## src/rtl/inequality_flag_tracker.sv

```systemverilog
// Glitch filter for the inequality comparator flag vector: commits a new vector after
// STABLE_CYCLES identical enabled samples and counts committed 0->1 transitions per flag.
module inequality_flag_tracker #(
    parameter int WIDTH         = 3,
    parameter int STABLE_CYCLES = 4,
    parameter int CNT_WIDTH     = 8
) (
    input  logic                       CLK,
    input  logic                       RST,
    input  logic                       EN,
    input  logic [WIDTH-1:0]           FLAGS,
    input  logic                       CLR,
    output logic [WIDTH-1:0]           STABLE_OUT,
    output logic                       CHG,
    output logic [WIDTH*CNT_WIDTH-1:0] RISE_CNT,
    output logic                       ANY_SAT
);

    localparam int RUN_W = $clog2(STABLE_CYCLES + 1);
    localparam logic [RUN_W-1:0]     RUN_LAST = RUN_W'(STABLE_CYCLES - 1);
    localparam logic [CNT_WIDTH-1:0] CNT_MAX  = '1;

    localparam logic [0:0] ST_STABLE = 1'b0;
    localparam logic [0:0] ST_SETTLE = 1'b1;

    logic [0:0]               state, state_nxt;
    logic [WIDTH-1:0]         cand, cand_nxt;
    logic [RUN_W-1:0]         run, run_nxt;
    logic                     commit;
    logic [WIDTH-1:0]         rising;
    logic [WIDTH*CNT_WIDTH-1:0] cnt_nxt;
    logic                     sat_nxt;

    function automatic logic [CNT_WIDTH-1:0] sat_inc(input logic [CNT_WIDTH-1:0] v);
        return (v == CNT_MAX) ? v : v + 1'b1;
    endfunction

    always_comb begin
        state_nxt = state;
        cand_nxt  = cand;
        run_nxt   = run;
        commit    = 1'b0;
        if (EN) begin
            case (state)
                ST_STABLE: begin
                    if (FLAGS != STABLE_OUT) begin
                        state_nxt = ST_SETTLE;
                        cand_nxt  = FLAGS;
                        run_nxt   = RUN_W'(1);
                    end
                end
                ST_SETTLE: begin
                    // Returning to the committed value rejects the excursion as a glitch.
                    if (FLAGS == STABLE_OUT) begin
                        state_nxt = ST_STABLE;
                        run_nxt   = '0;
                    end else if (FLAGS != cand) begin
                        cand_nxt = FLAGS;
                        run_nxt  = RUN_W'(1);
                    end else if (run == RUN_LAST) begin
                        commit    = 1'b1;
                        state_nxt = ST_STABLE;
                        run_nxt   = '0;
                    end else begin
                        run_nxt = run + 1'b1;
                    end
                end
                default: begin
                    state_nxt = ST_STABLE;
                    run_nxt   = '0;
                end
            endcase
        end
    end

    assign rising = cand & ~STABLE_OUT;

    // Clear wins over a same-edge increment; ANY_SAT tracks the post-edge counter values.
    always_comb begin
        cnt_nxt = RISE_CNT;
        sat_nxt = 1'b0;
        for (int i = 0; i < WIDTH; i++) begin
            if (CLR)
                cnt_nxt[i*CNT_WIDTH +: CNT_WIDTH] = '0;
            else if (commit && rising[i])
                cnt_nxt[i*CNT_WIDTH +: CNT_WIDTH] = sat_inc(RISE_CNT[i*CNT_WIDTH +: CNT_WIDTH]);
            if (cnt_nxt[i*CNT_WIDTH +: CNT_WIDTH] == CNT_MAX)
                sat_nxt = 1'b1;
        end
    end

    always_ff @(posedge CLK) begin
        if (RST) begin
            state      <= ST_STABLE;
            cand       <= '0;
            run        <= '0;
            STABLE_OUT <= '0;
            CHG        <= 1'b0;
            RISE_CNT   <= '0;
            ANY_SAT    <= 1'b0;
        end else begin
            state    <= state_nxt;
            cand     <= cand_nxt;
            run      <= run_nxt;
            CHG      <= commit;
            RISE_CNT <= cnt_nxt;
            ANY_SAT  <= sat_nxt;
            if (commit)
                STABLE_OUT <= cand;
        end
    end

endmodule
```

## config.mk

```make
export PLATFORM = sky130hd
export DESIGN_NAME = inequality_flag_tracker
export DESIGN_NICKNAME = d
export VERILOG_FILES = /design/src/rtl/inequality_flag_tracker.sv
export SDC_FILE = /design/constraint.sdc
export NUM_CORES = 1
export LEC_CHECK = 0
export BUFFER_PORTS_ARGS = -buffer_cell sky130_fd_sc_hd__buf_4
export CAP_MARGIN = 20
export CORE_MARGIN = 2
export CORE_UTILIZATION = 60
export CTS_BUF_LIST = sky130_fd_sc_hd__clkbuf_8
export CTS_CLUSTER_SIZE = 16
export DETAILED_ROUTE_END_ITERATION = 8
export PLACE_DENSITY = 0.91
export SLEW_MARGIN = 10
export SYNTH_ARGS = -nofsm -noshare
export SYNTH_HDL_FRONTEND = slang
export SYNTH_SLANG_ARGS = --single-unit
export TNS_END_PERCENT = 30
```

## constraint.sdc

```tcl
create_clock -name CLK -period 5.66 [get_ports CLK]
set_input_delay 0.283 -clock CLK [delete_from_list [all_inputs] [get_ports CLK]]
set_output_delay 0.283 -clock CLK [all_outputs]
set_load 0.005 [all_outputs]
```

==> results of run 1 <==
-- cells in the mapped netlist (all sizes together), types with 3 or more instances --
cell    number
and4b        3
nor3         6
clkbuf       5
o211ai       3
ha           4
dfxtp       36
a21oi       13
buf          5
a211oi       3
nor4b        4
and3         4
inv          6
xor2         4
nand4b       3
nor2        43
nor4         4
xnor2       17
mux2i        7
o311ai       3
o21a         3
nand3       15
nor2b        3
o21ai        3
nand4        9
nand2       31
a31oi        4
-- power groups by stage --
stage	clock network [mW]	registers (mW)	logic, mW
4_1_cts	0.173	0.258	0.0255
3_5_place_dp	0	0.264	0.0255
5_1_grt	0.189	0.258	0.0283
6_report	0.171	0.258	0.0255
2_1_floorplan	0	0.263	0.0180
3_3_place_gp	0	0.264	0.0248
-- kinds of logic after synthesis --
logic type | share of synthesized area
AND/OR/NAND/NOR | 0.347
AO/OA/AOI/OAI | 0.141
flip-flops | 0.336
XOR/XNOR | 0.0858
buffers and inverters | 0.0350
multiplexers | 0.0327
adder cells (fa/ha/maj) | 0.0233
-- worst max-delay path, cell delays in order, from the launching register on --
cell and delay [ns]:
dfxtp_1 0.34, xnor2_1 0.25, nand4_2 0.31, nor3_4 0.52, nand3_1 0.29, nor4b_1 0.32
o32ai_1 0.14, o31ai_1 0.23
-- area by class of cell --
cell class / instances / area (µm²)
clock buffer: 5 / 68.8
clock inverter: 2 / 8.76
fill: 250 / 900
inverter: 6 / 22.5
multi-input combinational: 215 / 1350
sequential: 36 / 721
tap: 46 / 57.6
timing repair buffer: 35 / 263
-- state kept, by name (all words and copies together), names as in the netlist --
register / flops
cand: 3
CHG: 1
ANY_SAT: 1
RISE_CNT: 24
state: 1
run: 3
STABLE_OUT: 3
-- worst min path at each step --
stage / start / to / slack, ns / cells after the start
2_1_floorplan: RST / run[2]$_SDFFE_PP0P_ / 0.36 / 1
3_3_place_gp: run[1]$_SDFFE_PP0P_ / run[1]$_SDFFE_PP0P_ / 0.45 / 2
3_5_place_dp: run[1]$_SDFFE_PP0P_ / run[1]$_SDFFE_PP0P_ / 0.46 / 2
4_1_cts: FLAGS[0] / cand[0]$_SDFFE_PP0P_ / 0.26 / 3
5_1_grt: FLAGS[0] / cand[0]$_SDFFE_PP0P_ / 0.27 / 3
6_report: RST / STABLE_OUT[1]$_SDFFE_PP0N_ / 0.26 / 2
-- per-layer routing --
layer / GRT usage / vias up
li1: - / 1035
met1: 0.322 / 964
met2: 0.396 / 67
met3: 0.0704 / 12
met4: 0.0815 / 0
met5: 0 / -
==> impl_metrics.env, run 1 <==
export IMPL_final_area_um2=2490
export IMPL_antenna_cells=0
export IMPL_p_per_area_nw_per_um2=183
export IMPL_hold_class="input port to flip-flop"
export IMPL_finalCritPeriodShare=0.442
export IMPL_root_buffer="clkbuf_8"
export IMPL_synthCells=267
export IMPL_hold_slack_ns=0.256
export IMPL_dpl_worst_slack_ns=3.15
export IMPL_synth_flop_cell="dfxtp_1"
export IMPL_drv_cap=0
export IMPL_grt_pass1_vias=1868
export IMPL_utilization=0.735
export IMPL_finClkSkew_ns=0.00564
export IMPL_wl_met3_um=301
export IMPL_grt_max_degree=24
export IMPL_syn_to_final_growth_pct=16.1
export IMPL_post_cts_resized=0
export IMPL_globalplace_congestion=0.866
export IMPL_worstMarginPinSlew_ns=0.634
export IMPL_coreArea_um2=3390
export IMPL_clk_pin_slew_ns=0.07
export IMPL_criticalPathCategory="flip-flop to flip-flop"
export IMPL_ant_nets=0
export IMPL_run_status="complete, no violations"
export IMPL_start_util=0.633
export IMPL_wl_met1_um=2130
export IMPL_route_detailed_drc=0
export IMPL_htree_num_levels=2
export IMPL_layout_cells_non_filler=345
export IMPL_setup_ws_ns=3.16
export IMPL_yosysWarnings=0
export IMPL_final_setup_tns_ns=0
export IMPL_p_switching_uw=107
export IMPL_final_common_cell="nor2_1"
export IMPL_cp_start_kind="flip-flop"
export IMPL_fmax_ghz=0.399
export IMPL_clk_latency_ns=0.29
export IMPL_synth_edff_count=0
export IMPL_ys_types=53
export IMPL_reg2reg_depth=7
export IMPL_worstPathMaxFanout=14
export IMPL_comb_power_share=0.056
export IMPL_clk_path_buf_depth=2
export IMPL_dr_pass1_iters=4
export IMPL_setup_viol=0
export IMPL_routed_wl_met2_um=2220
export IMPL_yosys_area_top_type="dfxtp_1"
export IMPL_crit_path_end_kind="flip-flop"
export IMPL_postCtsSetupRepairBufs=0
export IMPL_synth_seq_area_share=0.336
export IMPL_grt_total_usage=0.248
export IMPL_dieWidth_um=63.8
export IMPL_grt_overflow=0
export IMPL_worstReg2RegStart="cand[2]$_SDFFE_PP0P_"
export IMPL_clockPowerShare=0.376
export IMPL_highest_layer="met4"
export IMPL_p_total_uw=455
export IMPL_drive_above_1_share=0.164
export IMPL_period_minus_slack_ns=2.50
export IMPL_synth_fp_nets=278
export IMPL_via_per_inst=6.02
export IMPL_final_cell_mix="nor2_1 (43), dfxtp_1 (36), buf_4 (35)"
export IMPL_crit_required_ns=5.86
export IMPL_cp_data_arrival_time_ns=2.71
export IMPL_syn_area_per_cell_um2=8.03
export IMPL_hold_buffers=0
export IMPL_critical_path_startpoint="cand[2]$_SDFFE_PP0P_"
export IMPL_ys_seq_elements=36
export IMPL_synthesis_area_um2=2140
export IMPL_numCtsBuffers=5
export IMPL_ir_worst_vdd_uv=144
export IMPL_leakage_nw=0.830
export IMPL_pwr_share_seq=0.568
export IMPL_fin_nets=310
export IMPL_grt_first_pass_wirelength_um=8120
export IMPL_portBuffers=35
export IMPL_routed_wirelength_um=4720
export IMPL_p_int_uw=347
export IMPL_cts_sinks=36
export IMPL_dp_final_hpwl_um=3400
export IMPL_grt_setup_unrepaired="false"
export IMPL_vias=2078
export IMPL_slew_violations=0
export IMPL_final_hold_viol_count=0
export IMPL_numPlacedInstances=338
export IMPL_wire_per_inst_um=13.7
export IMPL_crit_path_end="ANY_SAT$_SDFF_PP0_"
export IMPL_io_pins=36
export IMPL_chipHeight_um=63.8
export IMPL_antenna_found_initial=0
export IMPL_rows=21
export IMPL_yosysTopAreaCellShare=0.336
export IMPL_cts_tree="yes"
export IMPL_async_flop_share=0
export IMPL_place_area_um2=2410
export IMPL_relSlewSlack=0.573
export IMPL_drt_iter0_markers=219
export IMPL_r2r_slack_ns=3.16
export IMPL_swShare=0.236
export IMPL_r2r_end="ANY_SAT$_SDFF_PP0_"
export IMPL_die_area_um2=4070
export IMPL_synth_area_top_cells="dfxtp_1 (34%), nor2_1 (7.5%), xnor2_1 (6.9%)"
Note: power is estimated with default switching activity, not from simulation.
==> run 2: changes to the inputs <==
--- a/config.mk
+++ b/config.mk
@@ -5,14 +5,15 @@
 export SDC_FILE = /design/constraint.sdc
 export NUM_CORES = 1
 export LEC_CHECK = 0
+export ABC_AREA = 1
 export BUFFER_PORTS_ARGS = -buffer_cell sky130_fd_sc_hd__buf_4
 export CAP_MARGIN = 20
 export CORE_MARGIN = 2
-export CORE_UTILIZATION = 60
+export CORE_UTILIZATION = 53
 export CTS_BUF_LIST = sky130_fd_sc_hd__clkbuf_8
 export CTS_CLUSTER_SIZE = 16
 export DETAILED_ROUTE_END_ITERATION = 8
-export PLACE_DENSITY = 0.91
+export PLACE_DENSITY = 0.85
 export SLEW_MARGIN = 10
 export SYNTH_ARGS = -nofsm -noshare
 export SYNTH_HDL_FRONTEND = slang
==> constraint.sdc (replaced) <==
create_clock -name CLK -period 2.22 [get_ports CLK]
set_input_delay 0.111 -clock CLK [delete_from_list [all_inputs] [get_ports CLK]]
set_output_delay 0.111 -clock CLK [all_outputs]
set_load 0.005 [all_outputs]
==> impl_metrics.env, run 2 <==
export IMPL_start_util=0.544
export IMPL_finClkSkew_ns=0.00786
export IMPL_coreArea_um2=4320
export IMPL_crit_buf_inv=3
export IMPL_yosysMostFrequentCell="nand2_1"
export IMPL_layout_cells_non_filler=479
export IMPL_relSlewSlack=0.707
export IMPL_run_status="complete, no violations"
export IMPL_yosys_area_top_type="dfxtp_1"
export IMPL_die_area_um2=4990
export IMPL_crit_path_end_kind="flip-flop"
export IMPL_chipHeight_um=70.6
export IMPL_dieWidth_um=70.6
export IMPL_dp_final_hpwl_um=4000
export IMPL_reg2reg_depth=15
export IMPL_cp_top_family="simple AND/OR/NAND/NOR gates"
export IMPL_synth_seq_area_share=0.306
export IMPL_clockPowerShare=0.361
export IMPL_final_common_cell="nand2_1"
export IMPL_critical_path_startpoint="RISE_CNT[8]$_SDFF_PP0_"
export IMPL_synthCells=388
export IMPL_fin_nets=440
export IMPL_criticalPathCategory="flip-flop to flip-flop"
export IMPL_synth_edff_count=0
export IMPL_cts_sinks=36
export IMPL_ys_seq_elements=36
export IMPL_crit_required_ns=2.41
export IMPL_yosysTopAreaCellShare=0.306
export IMPL_hold_path_depth=3
export IMPL_synth_flop_cell="dfxtp_1"
export IMPL_wl_met1_um=2480
export IMPL_rows=24
export IMPL_drive_above_1_share=0.166
export IMPL_grt_pass1_vias=2183
export IMPL_leakage_nw=1.34
export IMPL_syn_to_final_growth_pct=18.8
export IMPL_routed_wl_met2_um=2610
export IMPL_vias=2488
export IMPL_ys_top_cells_by_count="nand2_1 (123), nor2_1 (52), inv_1 (42), dfxtp_1 (36), nand3_1 (29)"
export IMPL_async_flop_share=0
export IMPL_hold_buffers=0
export IMPL_crit_path_end="ANY_SAT$_SDFF_PP0_"
export IMPL_worstPathMaxFanout=5
export IMPL_cp_depth=15
export IMPL_synthesis_area_um2=2350
export IMPL_worstReg2RegStart="RISE_CNT[8]$_SDFF_PP0_"
export IMPL_final_hold_viol_count=0
export IMPL_synth_fp_nets=399
export IMPL_numPlacedInstances=472
export IMPL_root_buffer="clkbuf_8"
export IMPL_p_int_uw=882
export IMPL_ys_types=27
export IMPL_p_total_mw=1.18
export IMPL_via_per_inst=5.19
export IMPL_highest_layer="met4"
export IMPL_grt_overflow=0
export IMPL_slew_violations=0
export IMPL_antenna_cells=0
export IMPL_regMostFlops="RISE_CNT"
export IMPL_slowest_delay_ns=0.34
export IMPL_setup_ws_ns=0.173
export IMPL_route_detailed_drc=0
export IMPL_cp_slowest_cell="dfxtp_1"
export IMPL_dpl_worst_slack_ns=0.209
export IMPL_routed_wirelength_um=5540
export IMPL_ant_nets=0
export IMPL_largest_reg_flops=24
export IMPL_grt_first_pass_wirelength_um=9400
export IMPL_clk_latency_ns=0.29
export IMPL_io_pins=36
export IMPL_grt_total_usage=0.232
export IMPL_wl_met3_um=367
export IMPL_comb_power_share=0.079
export IMPL_globalplace_congestion=0.906
export IMPL_ir_worst_vdd_uv=288
export IMPL_p_switching_uw=297
export IMPL_setup_viol=0
export IMPL_htree_num_levels=2
export IMPL_swShare=0.252
export IMPL_finalCritPeriodShare=0.922
export IMPL_yosysWarnings=0
export IMPL_drv_cap=0
export IMPL_numCtsBuffers=5
export IMPL_fmax_ghz=0.489
export IMPL_wire_per_inst_um=11.6
export IMPL_synth_area_top_cells="dfxtp_1 (31%), nand2_1 (20%), nor2_1 (8.3%)"
export IMPL_cts_tree="yes"
export IMPL_syn_area_per_cell_um2=6.07
export IMPL_period_minus_slack_ns=2.05
export IMPL_antenna_found_initial=0
export IMPL_clk_pin_slew_ns=0.07
export IMPL_cp_data_arrival_time_ns=2.24
export IMPL_cp_start_kind="flip-flop"
export IMPL_hold_class="input port to flip-flop"
export IMPL_r2r_slack_ns=0.17
export IMPL_worstMarginPinSlew_ns=0.440
export IMPL_drt_iter0_markers=234
export IMPL_crit_chain="ha_1, nand3_1, inv_2, nand3_1, clkinv_1, o21ai_0, nand3_1, nand2_1, nor2_1, nand2_1, nor2_1, nand2_1, nand3_1, nand2_1, inv_1"
export IMPL_clk_path_buf_depth=2
export IMPL_final_cell_mix="nand2_1 (123), nor2_1 (52), inv_1 (42)"
export IMPL_pwr_share_seq=0.560
export IMPL_r2r_end="ANY_SAT$_SDFF_PP0_"
export IMPL_grt_max_degree=33
export IMPL_portBuffers=35
export IMPL_dr_pass1_iters=4
export IMPL_p_per_area_nw_per_um2=422
## run 2: cell types whose count changed after synthesis, moves of 9 or more
cell / previous run / this run
o21ai_0: 3 / 12
inv_1: 6 / 42
nor3_1: 5 / 24
nand2_1: 31 / 123
xnor2_1: 17 / 2
nor2_1: 43 / 52
nand3_1: 15 / 29
## run 2: how the worst min path moves through the flow
| stage | start | endpoint | slack [ns] |
|---|---|---|---|
| 2_1_floorplan | RST | RISE_CNT[12]$_SDFF_PP0_ | 0.19 |
| 3_3_place_gp | EN | state$_SDFFE_PP0P_ | 0.39 |
| 3_5_place_dp | EN | state$_SDFFE_PP0P_ | 0.40 |
| 4_1_cts | EN | state$_SDFFE_PP0P_ | 0.09 |
| 5_1_grt | EN | state$_SDFFE_PP0P_ | 0.11 |
| 6_report | FLAGS[1] | cand[1]$_SDFFE_PP0P_ | 0.10 |
## run 2: kinds of logic (layout without fill, tap and decap cells)
family	Yosys count	after routing	synth area share
and+or+nand+nor	248	248	0.469
buffers and inverters	59	98	0.100
DFF	36	36	0.306
AOI/OAI and AO/OA	33	33	0.0734
xor gates and xnor gates	8	8	0.0298
adders and majority gates	4	4	0.0213
## run 2: per-layer routing
layer,global-route usage,vias to the layer above
li1,-,1302
met1,0.296,1091
met2,0.376,84
met3,0.0513,11
met4,0.101,0
met5,0,-
## run 2: what timing repair did
| action | CTS | global route |
|---|---|---|
| buffers inserted | 0 | 2 |
| endpoints found under the hold margin | 0 | 0 |
| setup endpoints to repair | 0 | 1 |
| gates resized for setup | 0 | 2 |
## run 2: worst register-to-register path: stages (launching register included)
cell      delay [ns]
dfxtp_1         0.34
ha_1            0.23
nand3_1         0.15
inv_2           0.05
nand3_1         0.18
clkinv_1        0.20
o21ai_0         0.24
nand3_1         0.10
nand2_1         0.11
nor2_1          0.04
nand2_1         0.07
nor2_1          0.04
nand2_1         0.05
nand3_1         0.06
nand2_1         0.06
inv_1           0.04
## run 2: layout make-up
type / instances / area (µm²)
well taps: 52 / 65.1
fillers: 416 / 1530
multi-input cells: 293 / 1410
repair buffers: 42 / 340
flip-flops and latches: 36 / 721
inverters: 51 / 191
clock buffers: 5 / 68.8
## run 2: per-stage QoR
step	hold WS, ns	util	cell area (µm²)	TNS, ns
after detailed placement	0.402	0.618	2670	0
final	0.104	0.646	2800	0
after global placement	0.394	0.618	2670	0
after CTS	0.0934	0.634	2740	0
after floorplan	0.190	-	2350	0
after global routing	0.105	0.646	2800	-0.0584
## run 2: power groups by stage
stage                     Clock, mW  Sequential, mW  Combinational [mW]
after floorplan                   0           0.673              0.0633
after global placement            0           0.674              0.0911
after CTS                     0.440           0.660              0.0925
final                         0.426           0.660              0.0928
after detailed placement          0           0.674              0.0924
after global routing          0.459           0.661               0.104
